--- src/rtl/pc_sequencer.sv ---
// Fetch program counter with sequential/branch/jalr selection, stall, debug halt, misaligned-target trap
// and a saturating redirect counter. Define PC_TRACE_EN to add a circular buffer of recent redirects.
module pc_sequencer #(
  parameter int ADDR_WIDTH                = 32,
  parameter logic [ADDR_WIDTH-1:0] RESET_VECTOR = '0,
  parameter logic [ADDR_WIDTH-1:0] TRAP_VECTOR  = ADDR_WIDTH'(4),
  parameter int CNT_WIDTH                 = 16,
  parameter int TRACE_DEPTH               = 8
) (
  input  logic                  clk,
  input  logic                  rst,
  input  logic                  stall,
  input  logic                  PCsrc,
  input  logic                  jalrmuxSel,
  input  logic [ADDR_WIDTH-1:0] ImmOp,
  input  logic [ADDR_WIDTH-1:0] rd1,
  input  logic                  halt,
  input  logic                  resume,
  output logic [ADDR_WIDTH-1:0] PC,
  output logic                  halted,
  output logic                  exc,
  output logic [ADDR_WIDTH-1:0] epc,
  output logic [CNT_WIDTH-1:0]  redirect_count
`ifdef PC_TRACE_EN
  ,
  input  logic [$clog2(TRACE_DEPTH)-1:0] trace_idx,
  output logic [ADDR_WIDTH-1:0]          trace_src,
  output logic [ADDR_WIDTH-1:0]          trace_dst,
  output logic [$clog2(TRACE_DEPTH):0]   trace_count
`endif
);

  typedef enum logic {RUN, HALT} state_e;

  state_e                state_q, state_d;
  logic [ADDR_WIDTH-1:0] pc_q, pc_d;
  logic [ADDR_WIDTH-1:0] epc_q, epc_d;
  logic                  exc_q, exc_d;
  logic [CNT_WIDTH-1:0]  cnt_q, cnt_d;
  logic                  redirect;
  logic [ADDR_WIDTH-1:0] target;
  logic                  misaligned;

  // NOTE: combinational block assigns every output a default first, so no latch can be inferred.
  always_comb begin
    state_d    = state_q;
    pc_d       = pc_q;
    epc_d      = epc_q;
    exc_d      = 1'b0;
    cnt_d      = cnt_q;
    redirect   = 1'b0;
    target     = pc_q + ImmOp;
    misaligned = 1'b0;

    if (jalrmuxSel) begin
      target     = (rd1 + ImmOp) & {{(ADDR_WIDTH-1){1'b1}}, 1'b0};
      misaligned = target[1];
    end else begin
      misaligned = (target[1:0] != 2'b00);
    end

    unique case (state_q)
      RUN: begin
        if (halt) begin
          state_d = HALT;
        end else if (!stall) begin
          if (jalrmuxSel || PCsrc) begin
            if (misaligned) begin
              pc_d  = TRAP_VECTOR;
              epc_d = pc_q;
              exc_d = 1'b1;
            end else begin
              pc_d     = target;
              redirect = 1'b1;
              cnt_d    = (&cnt_q) ? cnt_q : cnt_q + CNT_WIDTH'(1);
            end
          end else begin
            pc_d = pc_q + ADDR_WIDTH'(4);
          end
        end
      end
      HALT: begin
        if (resume) state_d = RUN;
      end
      default: state_d = RUN;
    endcase
  end

  // NOTE: sequential state uses non-blocking assignments so every flop samples pre-edge values.
  always_ff @(posedge clk) begin
    if (rst) begin
      state_q <= RUN;
      pc_q    <= RESET_VECTOR;
      epc_q   <= '0;
      exc_q   <= 1'b0;
      cnt_q   <= '0;
    end else begin
      state_q <= state_d;
      pc_q    <= pc_d;
      epc_q   <= epc_d;
      exc_q   <= exc_d;
      cnt_q   <= cnt_d;
    end
  end

  assign PC             = pc_q;
  assign halted         = (state_q == HALT);
  assign exc            = exc_q;
  assign epc            = epc_q;
  assign redirect_count = cnt_q;

`ifdef PC_TRACE_EN
  localparam int TW = $clog2(TRACE_DEPTH);

  logic [ADDR_WIDTH-1:0] src_mem [TRACE_DEPTH];
  logic [ADDR_WIDTH-1:0] dst_mem [TRACE_DEPTH];
  logic [TW-1:0]         wptr_q, wptr_d;
  logic [TW:0]           tcnt_q, tcnt_d;
  logic [TW-1:0]         rptr;

  always_comb begin
    wptr_d = wptr_q;
    tcnt_d = tcnt_q;
    if (redirect) begin
      wptr_d = wptr_q + TW'(1);
      if (tcnt_q != (TW+1)'(TRACE_DEPTH)) tcnt_d = tcnt_q + (TW+1)'(1);
    end
  end

  always_ff @(posedge clk) begin
    if (rst) begin
      wptr_q <= '0;
      tcnt_q <= '0;
    end else begin
      wptr_q <= wptr_d;
      tcnt_q <= tcnt_d;
    end
  end

  // NOTE: storage is not reset; clearing the entry count is enough to hide stale contents.
  always_ff @(posedge clk) begin
    if (!rst && redirect) begin
      src_mem[wptr_q] <= pc_q;
      dst_mem[wptr_q] <= pc_d;
    end
  end

  // Most recent entry sits just behind the write pointer.
  assign rptr        = wptr_q - TW'(1) - trace_idx;
  assign trace_count = tcnt_q;
  assign trace_src   = ({1'b0, trace_idx} < tcnt_q) ? src_mem[rptr] : '0;
  assign trace_dst   = ({1'b0, trace_idx} < tcnt_q) ? dst_mem[rptr] : '0;
`endif

endmodule
--- config.mk ---
export PLATFORM = sky130hd
export DESIGN_NAME = pc_sequencer
export DESIGN_NICKNAME = d
export VERILOG_FILES = /design/src/rtl/pc_sequencer.sv
export SDC_FILE = /design/constraint.sdc
export NUM_CORES = 1
export LEC_CHECK = 0
export ABC_AREA = 1
export CAP_MARGIN = 10
export CORE_MARGIN = 3
export CORE_UTILIZATION = 55
export DETAILED_ROUTE_END_ITERATION = 8
export GPL_TIMING_DRIVEN = 0
export PLACE_DENSITY = 0.83
export RECOVER_POWER = 25
export SLEW_MARGIN = 10
export SYNTH_ARGS = -nofsm -noshare
export SYNTH_HDL_FRONTEND = slang
export SYNTH_SLANG_ARGS = --single-unit
--- constraint.sdc ---
create_clock -name clk -period 3.3 [get_ports clk]
set_input_delay 0.33 -clock clk [delete_from_list [all_inputs] [get_ports clk]]
set_output_delay 0.33 -clock clk [all_outputs]
set_load 0.01 [all_outputs]
**Word-level counts from Yosys, hierarchy flattened**

Cells that the tools add are included.

- Add/sub/neg operators: 4
- Mux-type cells: 8
- Bitwise gates (word level): 6
- Reduce and logical (&&, ||, !) cells: 7

Operator list:

| kind | number |
|---|---|
| $mux W32 | 3 |
| $add A32 B32 Y32 | 2 |
| $add A32 B3 Y32 const B | 1 |
| $add A16 B1 Y16 const B | 1 |
| $reduce_and A16 Y1 | 1 |
| $not A1 Y1 | 6 |
| $reduce_and A6 Y1 | 1 |
| $reduce_and A5 Y1 | 1 |
| $reduce_or A5 Y1 | 1 |
| $mux W1 | 4 |
| $reduce_and A3 Y1 | 1 |
| $pmux W1 S2 | 1 |
| $reduce_bool A2 Y1 | 1 |
| $logic_or A1 B1 Y1 | 1 |

- Register bits: 82
- Bits of input ports: 71
- Output and inout bits: 82
- Word-level logic and storage cells: 30

**Depth between registers and ports, before layout**

Gate-level depths: netlist of run 1.

- Depth after elaboration: 5
- Mapped depth: 17
- Depth with buffers taken out: 17

**Least setup slack after synthesis of run 1**

No wires, ideal clock.

- Kind: reg-to-reg
- From: register pc_q[0] (netlist: PC[0])
- To: register cnt_q[15] (netlist: redirect_count[15])
- Library setup time: 113 ps
- Arrival: 2152 ps
- Required time: 3187 ps
- Path slack: 1036 ps
- Cell stages (with the launch flop): 15
- Path buffers: 0
- Period minus slack after synthesis: 2264 ps
- Cells stage by stage: dfxtp_1 > ha_1 > inv_1 > fa_1 > nand3b_1 > nand2_1 > nand2_2 > nor2_4 > nand2_4 > nor3_4 > nand3_2 > nor3_2 > nand2_1 > nand2_1 > nor2_1

- Word-level cells in the longest chain between the ends: 5

RTL lines:

| what | line | text |
|---|---|---|
| from (decl) | 36 | `logic [ADDR_WIDTH-1:0] pc_q, pc_d;` |
| from (signal assigned) | 99 | `pc_q <= pc_d;` |
| $add A32 B32 Y32 | 52 | `target = pc_q + ImmOp;` |
| $reduce_bool A2 Y1 | 59 | `misaligned = (target[1:0] != 2'b00);` |
| $mux W1 | 55 | `if (jalrmuxSel) begin` |
| $not A1 Y1 (no line) | - |  |
| $reduce_and A6 Y1 (no line) | - |  |
| to (signal assigned) | 102 | `cnt_q <= cnt_d;` |
| to (decl) | 39 | `logic [CNT_WIDTH-1:0] cnt_q, cnt_d;` |

Every way passes these cells.
A chain may end at the register's enable or synchronous reset.

**Worst setup path in the final report of run 1**

- From: register pc_q[0] (netlist: PC[0])
- To: register pc_q[26] (netlist: PC[26])

- Word-level cells in the longest chain between the ends: 5
- Elaborated cells on any way between the ends: 7
- Classes of those cells: add/sub (2); mux (4); reduce/logical (1)

RTL lines:

| what | line | text |
|---|---|---|
| $add A32 B32 Y32 | 52 |  |
| $reduce_bool A2 Y1 | 59 |  |
| $mux W1 | 55 |  |
| $mux W32 | 68 | `if (misaligned) begin` |
| $mux W32 * | 67 | `if (jalrmuxSel \|\| PCsrc) begin` |

Mark *: on every way between the ends. The rest lies on a longest branch, timed or not.

==> results of run 1 <==
==> per-layer routing <==
metal,up-vias,track usage (%),wire (µm)
met4,0,11.6,954
li1,5196,-,-
met2,586,56.9,13500
met3,73,6.47,3270
met1,4724,48.5,13000
met5,-,0,0
==> placed cells by master, fill, tap and decap left out, types with 13 or more instances in the layout <==
master / Yosys / routed
nand2_1: 410 / 410
xor2_1: 18 / 18
nor3_1: 28 / 28
nand3_1: 129 / 129
a21oi_1: 154 / 154
inv_1: 219 / 219
nand4_1: 13 / 13
dfxtp_1: 82 / 82
clkbuf_1: 22 / 22
dlygate4sd3_1: 0 / 41
ha_1: 63 / 63
o21ai_0: 113 / 113
clkdlybuf4s50_1: 0 / 110
nor2_1: 141 / 141
==> path summary, 6_finish.rpt <==
| kind | startpoint | to | cells after the start | slack [ns] |
|---|---|---|---|---|
| max reg2reg | PC[0] | PC[26] | 10 | 0.25 |
| min reg2reg | redirect_count[14] | redirect_count[14] | 1 | 0.48 |
| max | PC[0] | PC[26] | 10 | 0.25 |
| min | redirect_count[14] | redirect_count[14] | 1 | 0.48 |
==> Yosys cell counts, types with 2 or more instances <==
library cell / count / area [µm²]
a211oi_1: 2 / 15.0
a21o_1: 3 / 22.5
a21oi_1: 154 / 771
a221oi_1: 3 / 26.3
a31oi_1: 8 / 50.1
and2_1: 2 / 12.5
buf_1: 3 / 11.3
buf_2: 4 / 20.0
clkbuf_1: 22 / 82.6
clkinv_1: 2 / 7.51
dfxtp_1: 82 / 1640
fa_1: 2 / 40.0
ha_1: 63 / 788
inv_1: 219 / 822
inv_2: 5 / 18.8
nand2_1: 410 / 1540
nand3_1: 129 / 646
nand3b_1: 5 / 37.5
nand4_1: 13 / 81.3
nor2_1: 141 / 529
nor2_2: 4 / 25.0
nor3_1: 28 / 140
nor3_2: 2 / 20.0
nor4_1: 7 / 43.8
o211ai_1: 2 / 15.0
o21ai_0: 113 / 566
o21ai_1: 2 / 10.0
o21bai_1: 11 / 82.6
o22ai_1: 2 / 12.5
or2_2: 7 / 43.8
xnor2_1: 5 / 43.8
xor2_1: 18 / 158
==> power breakdown <==
group / switching (µW) / leakage [µW] / internal (µW)
logic: 765 / 0.00429 / 466
registers: 70.5 / 0.000668 / 1040
clock network: 434 / 0.000151 / 616
==> cells by family (layout without fill, tap and decap cells) <==
group | after synthesis | count (layout) | synth area share [%]
and+or+nand+nor | 756 | 756 | 37.9
DFF | 82 | 82 | 19.4
AOI/OAI and AO/OA | 304 | 304 | 19.0
buffers and inverters | 255 | 422 | 11.4
muxes | 1 | 1 | 0.118
adders and majority gates | 65 | 65 | 9.80
xor gates and xnor gates | 23 | 23 | 2.38
==> worst max-delay path: stages (launching register included) <==
cell,delay [ns]
dfxtp_1,0.52
ha_1,0.27
inv_1,0.08
fa_1,0.48
nand3b_1,0.07
nand2_1,0.11
nand2_2,0.17
clkinv_1,0.29
clkbuf_1,0.51
nand3_1,0.30
a21oi_1,0.19
==> layout make-up <==
type	instances	area, µm²
Tap cell	184	230
Buffer	29	114
Timing Repair Buffer	151	1510
Multi-Input combinational cell	1149	5850
Sequential cell	82	1640
Clock buffer	10	239
Fill cell	1364	4300
Inverter	226	848
Clock inverter	6	75.1
==> sequential cells by signal, indices dropped and copies added (netlist names) <==
signal / flops
redirect_count: 16
exc: 1
epc: 32
halted: 1
PC: 32
==> per-stage QoR <==
step | power (µW) | instance area, µm² | hold WS, ns | cells | worst slack (ns)
detailed placement | 2340 | 10200 | 0.470 | 1821 | 0.106
CTS | 3370 | 10500 | 0.486 | 1837 | 0.350
global route | 3570 | 10500 | 0.498 | 1837 | 0.169
finish | 3390 | 10500 | 0.481 | 1837 | 0.246
floorplan | 1870 | 8450 | 0.432 | 1486 | 1.04
global placement | 2320 | 10200 | 0.456 | 1821 | 0.0593
==> results.md, run 1 <==
- Mean Syn Cell Area: around 5.7 µm²
- Vias/cell: 5.76
- Setup_tns: 0 ns
- Sequential share of the synthesized area: a little under 20%
- Gr usage total: 35.5%
- Layout cells sized above 1: 2.66%
- First-pass GRT wire length: about 48 mm
- Ys Warns: 0
- Crit-path max FO: 10
- Vias in the first global route: around 9400
- Initial antenna violation count: 0
- Skew final: 0.00563 ns
- Slew Viols, Final: 0
- Chip width: between 100 and 150 µm
- CTS sink count: roughly 80
- Synthesized area: ~0.0085 mm²
- DRT iter0 DRCs: about 1100
- Clock Latency Late Sink: 0.35 ns
- RSZ-0062 raised after global routing: no
- Startpoint Class: flip-flop
- Period utilization: between 90% and 100%
- Site Rows: 44
- Worst Path Arrival: approximately 3.3 ns
- Die Ht: roughly 130 µm
- Pin count of the biggest net entering global routing: 16
- CTS clk-pin slew, worst paths: 0.06 ns
- Detail Route Antenna Nets: 0
- Max IR drop VDD: between 0.0002 and 0.0003 V
- CTS tree: built
- Post-synth EDFFs: 0
- Hold_buf cts: 0
- DPL Wire Length: between 20 and 30 mm
- Gpl congestion: around 1.0
- Core area: about 0.015 mm²
- Worst slew margin: 51.6%
- Syn Inst Count: between 1000 and 1500
- Maximum root-to-sink buffer count: 2
- IO Pins: roughly 150
- I/O Buffers: about 150
- # Post-CTS Setup Buffers: 0
- Total wire length: approximately 30 mm
- Crit Path Class: flip-flop to flip-flop
- Post-synthesis net count: 1622
- Post-cts sizing count: 0
- Die ar.: 0.0169 mm²
- # setup viols final: 0
- Fin. Hold Viols: 0
- Grt total ovfl: 0
- Maxcap violations: 0
- Worst Hold Class: flip-flop to flip-flop
- Post-synth top flop: dfxtp_1
- H-Tree Depth: 3
- Synth async-reset ratio: 0%
- Critical path required time: 3.58 ns
- Peak Freq: 327 MHz
- Ant diodes: 0
- Worst slew pin tran: around 0.73 ns
- Nets@finish: between 1500 and 2000
- Wire length per cell: ~17 µm
- DRT Pass-1 Iters: 5
- Area grow syn2layout: 24.3%
- Unique masters post-synth: 45
- Via count: between 10000 and 15000
- Yosys reg bits: between 80 and 90
- Leak: ~0.005 µW
- TritonCTS buffer count: 9
- Clock root buffer: clkbuf_16
- Final core occ: a little under three quarters
- Tmin final: between 3 and 4 ns
- Pwr dens: between 300 and 400 mW/mm²
- Status: complete, no violations
- Detailed-route DRC error count: 0
- Starting Density: between 50% and 60%
- Worst setup EP type: flip-flop
(Power assumes the default switching activity.)
==> run 2, diff against run 1 <==
--- a/config.mk
+++ b/config.mk
@@ -8,10 +8,10 @@
 export ABC_AREA = 1
 export CAP_MARGIN = 10
 export CORE_MARGIN = 3
-export CORE_UTILIZATION = 55
+export CORE_UTILIZATION = 59
 export DETAILED_ROUTE_END_ITERATION = 8
 export GPL_TIMING_DRIVEN = 0
-export PLACE_DENSITY = 0.83
+export PLACE_DENSITY = 0.88
 export RECOVER_POWER = 25
 export SLEW_MARGIN = 10
 export SYNTH_ARGS = -nofsm -noshare
==> results.md, run 2 (synthesis results as in run 1) <==
- Core area: 0.0139 mm² (-5.9%)
- Pwr dens: 314 mW/mm² (-2.8%)
- Skew final: 0.00617 ns (+0.000542 ns)
- Gpl congestion: 1.03 (+1.9%)
- TritonCTS buffer count: 9 (unchanged)
- Setup_tns: 0 ns (unchanged)
- Total wire length: 30.0 mm (-2.3%)
- DRT Pass-1 Iters: 6 (+1)
- Worst Hold Class: flip-flop to flip-flop
- Power share of the sequential group: 33.8% (+1.1 points)
- Reg-to-reg slack, setup: 0.38 ns (+0.13 ns)
- Worst slew pin tran: 0.741 ns (+0.0151 ns)
- Startpoint Class: flip-flop
- Nets@finish: 1784 (unchanged)
- Gr usage total: 36.6% (+1.0 points)
- Initial antenna violation count: 0 (unchanged)
- Crit Path Class: flip-flop to flip-flop
- First-pass GRT wire length: 47.4 mm (-0.49%)
- Layout cells sized above 1: 2.48% (-0.18 points)
- # fillers: 1245 (-8.7%)
- CTS tree: built
- Ant diodes: 0 (unchanged)
- Critical path required time: 3.57 ns (about the same)
- Fin area: 0.0105 mm² (-0.44%)
- Peak Freq: 342 MHz (+4.6%)
- Net Switching: 1230 µW (-3.1%)
- Largest delay contributor family on the critical path: buffers and inverters
- Status: complete, no violations
- Worst slew margin: 50.6% (-1.0 points)
- CTS sink count: 82 (unchanged)
- Crit-path max FO: 10 (unchanged)
- Worst Path Arrival: 3.19 ns (-0.15 ns)
- Hold_buf cts: 0 (unchanged)
- Area grow syn2layout: 23.8%
- Vias/cell: 5.79 (+0.58%)
- Critical-path cell with the highest stage delay: dfxtp_1
- CP cell instances: ha_1 -> inv_1 -> fa_1 -> nand3b_1 -> nand2_1 -> nand2_2 -> clkinv_1 -> clkbuf_1 -> nand3_1 -> a21oi_1
- CP peak stage delay: 0.49 ns (-0.03 ns)
- Grt total ovfl: 0 (unchanged)
- Slew Viols, Final: 0 (unchanged)
- Tmin final: 2.92 ns (-0.134 ns)
- Period utilization: 88.5% (-4.1 points)
- CTS clk-pin slew, worst paths: 0.06 ns (about the same)
- Maxcap violations: 0 (unchanged)
- # Post-CTS Setup Buffers: 0 (unchanged)
- H-Tree Depth: 3 (unchanged)
- Chip width: 126 µm (-3.3%)
- Starting Density: 60.7% (+3.6 points)
- Maximum root-to-sink buffer count: 2 (unchanged)
- Clock root buffer: clkbuf_16
- DP Area: 0.0102 mm² (about the same)
- Site Rows: 43 (-2.3%)
- Wire length per cell: 16.4 µm (-2.0%)
- Clock Latency Late Sink: 0.34 ns (about the same)
- Commonest cells after routing, fill and taps aside: nand2_1, inv_1, a21oi_1
- Crit path buf inv count: 3 (unchanged)
- DRT iter0 DRCs: 1181 (+8.3%)
- Post-cts sizing count: 0 (unchanged)
- Fin. Hold Viols: 0 (unchanged)
- Clock share of power: 28.7% (-2.2 points)
- I/O Buffers: 151 (unchanged)
- Vias in the first global route: 9386 (+0.35%)
- Int Pwr: 2050 µW (-3.2%)
- IO Pins: 153 (unchanged)
- Leading cell type in the layout, fill and taps excluded: nand2_1
- Die ar.: 0.0158 mm² (-6.5%)
- Max IR drop VDD: 0.000321 V (+16%)
- Detailed-route DRC error count: 0 (unchanged)
- DPL Wire Length: 24.6 mm (-2.7%)
- Via count: 10600 (+0.30%)
- Worst setup EP type: flip-flop
- Switching Share: 37.5% (about the same)
- RSZ-0062 raised after global routing: no
- # setup viols final: 0 (unchanged)
- Pin count of the biggest net entering global routing: 13 (-3)
- Detail Route Antenna Nets: 0 (unchanged)
- Combinational Power Share: 37.6% (+1.3 points)
- Leak: 0.00509 µW (-0.38%)
- Die Ht: 126 µm (-3.3%)
## run 2: changes by cell type in the layout (fill, tap and decap cells not counted)
cell             previous run  this run
bufinv_16                   1         0
clkbuf_1                   22        24
clkbuf_8                    1         2
clkdlybuf4s50_1           110       111
clkinv_2                    0         1
clkinv_4                    3         0
dlygate4sd3_1              41        40
inv_8                       1         0
## run 2: worst min-delay path, delay by kind of cell (launching register included)
| family | cells | cell delay [ns] |
|---|---|---|
| flip-flops | 1 | 0.32 |
| buffers and inverters | 1 | 0.06 |
| AO/OA/AOI/OAI | 1 | 0.05 |
## run 2: per-stage QoR
| step | utilization (%) | total power, µW | hold WS [ns] | std cells | setup WS [ns] |
|---|---|---|---|---|---|
| 2_1_floorplan | - | 1870 | 0.432 | 1486 | 1.04 |
| 3_3_place_gp | 73.1 | 2310 | 0.459 | 1817 | 0.209 |
| 3_5_place_dp | 73.1 | 2330 | 0.466 | 1817 | 0.223 |
| 4_1_cts | 75.1 | 3250 | 0.480 | 1832 | 0.501 |
| 5_1_grt | 75.1 | 3450 | 0.517 | 1832 | 0.287 |
| 6_report | 75.1 | 3280 | 0.475 | 1832 | 0.380 |
## run 2: power groups by stage
stage / Combinational (µW) / Sequential [µW] / Clock (µW)
after floorplan: 744 / 1130 / 0
after global placement: 1180 / 1130 / 0
after detailed placement: 1200 / 1130 / 0
after CTS: 1210 / 1110 / 935
after global routing: 1360 / 1110 / 974
final: 1230 / 1110 / 941
## run 2: worst paths after layout
path                                   startpoint                end  cells after the start
worst max-delay path                        PC[0]             PC[26]                     10
worst min-delay path            redirect_count[4]  redirect_count[4]                      2
worst max register to register              PC[0]             PC[26]                     10
worst min register to register  redirect_count[4]  redirect_count[4]                      2
## run 2: cell type report
type                    instances  area (µm²)  area share (%)
clock inverters                 2        12.5           0.120
clock buffers                  13         260            2.49
plain buffers                  29         114            1.09
inverters                     226         848            8.11
flip-flops and latches         82        1640            15.7
well taps                     180         225            2.15
repair buffers                151        1510            14.4
multi-input cells            1149        5850            55.9
## run 2: layer usage
metal / vias up / wire, µm / share of wire [%] / GRT usage (%)
met5: - / 0 / 0 / 0
met4: 0 / 1140 / 3.8 / 14.2
met3: 90 / 3250 / 11 / 6.40
met2: 659 / 13100 / 44 / 57.4
met1: 4666 / 12400 / 41 / 50.2
li1: 5196 / - / - / -
==> run 3, diff against run 2 <==
--- a/config.mk
+++ b/config.mk
@@ -7,7 +7,7 @@
 export LEC_CHECK = 0
 export ABC_AREA = 1
 export CAP_MARGIN = 10
-export CORE_MARGIN = 3
+export CORE_MARGIN = 5
 export CORE_UTILIZATION = 59
 export DETAILED_ROUTE_END_ITERATION = 8
 export GPL_TIMING_DRIVEN = 0
==> results.md, run 3 (synthesis results as in run 1) <==
- Gr usage total: 35.6% (-0.99 points)
- Wire length per cell: 16.8 µm (+2.4%)
- Chip width: 130 µm (+3.2%)
- Worst slew pin tran: 0.776 ns (+0.0348 ns)
- Hold_buf cts: 0 (unchanged)
- Final core occ: 75.3% (+0.22 points)
- Clock Latency Late Sink: 0.35 ns (about the same)
- Gpl congestion: 1.04 (+0.96%)
- Switching Share: 36.0% (-1.4 points)
- Detailed-route DRC error count: 0 (unchanged)
- Crit-path max FO: 10 (unchanged)
- Period utilization: 91.6% (+3.2 points)
- Pin count of the biggest net entering global routing: 15 (+2)
- Area grow syn2layout: 24.6%
- Worst slew margin: 48.3% (-2.3 points)
- Net Switching: 1270 µW (+2.9%)
- Die ar.: 0.0168 mm² (+6.5%)
- Leak: 0.00512 µW (+0.61%)
- Die Ht: 130 µm (+3.2%)
- Max IR drop VDD: 0.000272 V (-15%)
- Site Rows: 43 (unchanged)
- Ant diodes: 0 (unchanged)
- CTS tree: built
- RSZ-0062 raised after global routing: no
- H-Tree Depth: 3 (unchanged)
- Vias in the first global route: 9520 (+1.4%)
- Starting Density: 60.4% (-0.23 points)
- Int Pwr: 2250 µW (+9.5%)
- IO Pins: 153 (unchanged)
- DRT iter0 DRCs: 1238 (+4.8%)
- Initial antenna violation count: 0 (unchanged)
- Final setup margin: 0.276 ns (-0.104 ns)
- Worst Path Arrival: 3.30 ns (+0.11 ns)
- Critical path required time: 3.58 ns (about the same)
- DP Area: 0.0102 mm² (unchanged)
- Worst setup EP type: flip-flop
- # setup viols final: 0 (unchanged)
- DPL Wire Length: 25.2 mm (+2.3%)
- Fin area: 0.0105 mm² (+0.68%)
- First-pass GRT wire length: 47.9 mm (+1.0%)
- Startpoint Class: flip-flop
- Crit Path Class: flip-flop to flip-flop
- Maxcap violations: 0 (unchanged)
- Tmin final: 3.02 ns (+0.104 ns)
- CTS sink count: 82 (unchanged)
- Pwr dens: 334 mW/mm² (+6.3%)
- Vias/cell: 5.84 (+0.84%)
- Worst Hold Class: flip-flop to flip-flop
- Nets@finish: 1784 (unchanged)
- Core area: 0.0140 mm² (+0.39%)
- Clock share of power: 33.2% (+4.5 points)
- Detail Route Antenna Nets: 0 (unchanged)
- Status: complete, no violations
- Setup_tns: 0 ns (unchanged)
- Post-cts sizing count: 0 (unchanged)
- CTS clk-pin slew, worst paths: 0.06 ns (about the same)
- Power share of the sequential group: 31.6% (-2.2 points)
- Commonest cells after routing, fill and taps aside: nand2_1, inv_1, a21oi_1
- DRT Pass-1 Iters: 6 (unchanged)
- Combinational Power Share: 35.2% (-2.4 points)
- Leading cell type in the layout, fill and taps excluded: nand2_1
- # Post-CTS Setup Buffers: 0 (unchanged)
- Peak Freq: 331 MHz (-3.4%)
- TritonCTS buffer count: 9 (unchanged)
- Grt total ovfl: 0 (unchanged)
- Maximum root-to-sink buffer count: 2 (unchanged)
- Skew final: 0.00734 ns (+0.00117 ns)
- Via count: 10700 (+0.90%)
- I/O Buffers: 151 (unchanged)
- Total wire length: 30.7 mm (+2.5%)
- Clock root buffer: clkbuf_16
- Place WS: 0.0586 ns (-0.165 ns)
- Slew Viols, Final: 0 (unchanged)
- Fin. Hold Viols: 0 (unchanged)
- Layout cells sized above 1: 2.60% (+0.12 points)
[run 3: cell count changes in the layout (fill, tap and decap cells not counted)]
cell / delta
bufinv_16: +3
clkbuf_1: -1
clkbuf_8: -2
clkinv_2: -1
clkinv_4: +2
[run 3: path summary, 6_finish.rpt]
check / start / endpoint / slack, ns / cells past startpoint
min: halted / halted / 0.48 / 1
max: PC[0] / PC[26] / 0.28 / 10
max reg2reg: PC[0] / PC[26] / 0.28 / 10
min reg2reg: halted / halted / 0.48 / 1
[run 3: per-stage QoR]
step                std cells  hold WS [ns]  power, µW
CTS                      1833         0.492       3480
floorplan                1486         0.432       1870
global placement         1817         0.463       2310
detailed placement       1817         0.472       2340
global route             1833         0.507       3690
finish                   1833         0.477       3520
[run 3: power groups by stage]
| stage | clock network (µW) | registers, µW | logic (µW) |
|---|---|---|---|
| after floorplan | 0 | 1130 | 744 |
| after global placement | 0 | 1130 | 1180 |
| after detailed placement | 0 | 1130 | 1210 |
| after CTS | 1160 | 1110 | 1220 |
| after global routing | 1210 | 1110 | 1370 |
| final | 1170 | 1110 | 1240 |
[run 3: worst max-delay path, cell delays in order, from the launching register on]
cell      delay [ns]
dfxtp_1         0.49
ha_1            0.28
inv_1           0.08
fa_1            0.48
nand3b_1        0.07
nand2_1         0.10
nand2_2         0.15
clkinv_1        0.29
clkbuf_1        0.51
nand3_1         0.30
a21oi_1         0.20
[run 3: metal layers]
| metal | up-vias | share of wire (%) | GRT usage [%] |
|---|---|---|---|
| met5 | - | 0 | 0 |
| met4 | 0 | 4.0 | 13.0 |
| met3 | 94 | 11 | 7.04 |
| met2 | 610 | 43 | 56.7 |
| met1 | 4801 | 42 | 47.9 |
| li1 | 5201 | - | - |
[run 3: cell type report]
| cell class | count | area (µm²) |
|---|---|---|
| Timing Repair Buffer | 151 | 1510 |
| Clock inverter | 6 | 115 |
| Buffer | 29 | 114 |
| Clock buffer | 10 | 229 |
| Multi-Input combinational cell | 1149 | 5850 |
| Tap cell | 180 | 225 |
| Inverter | 226 | 848 |
| Fill cell | 1223 | 3450 |
| Sequential cell | 82 | 1640 |
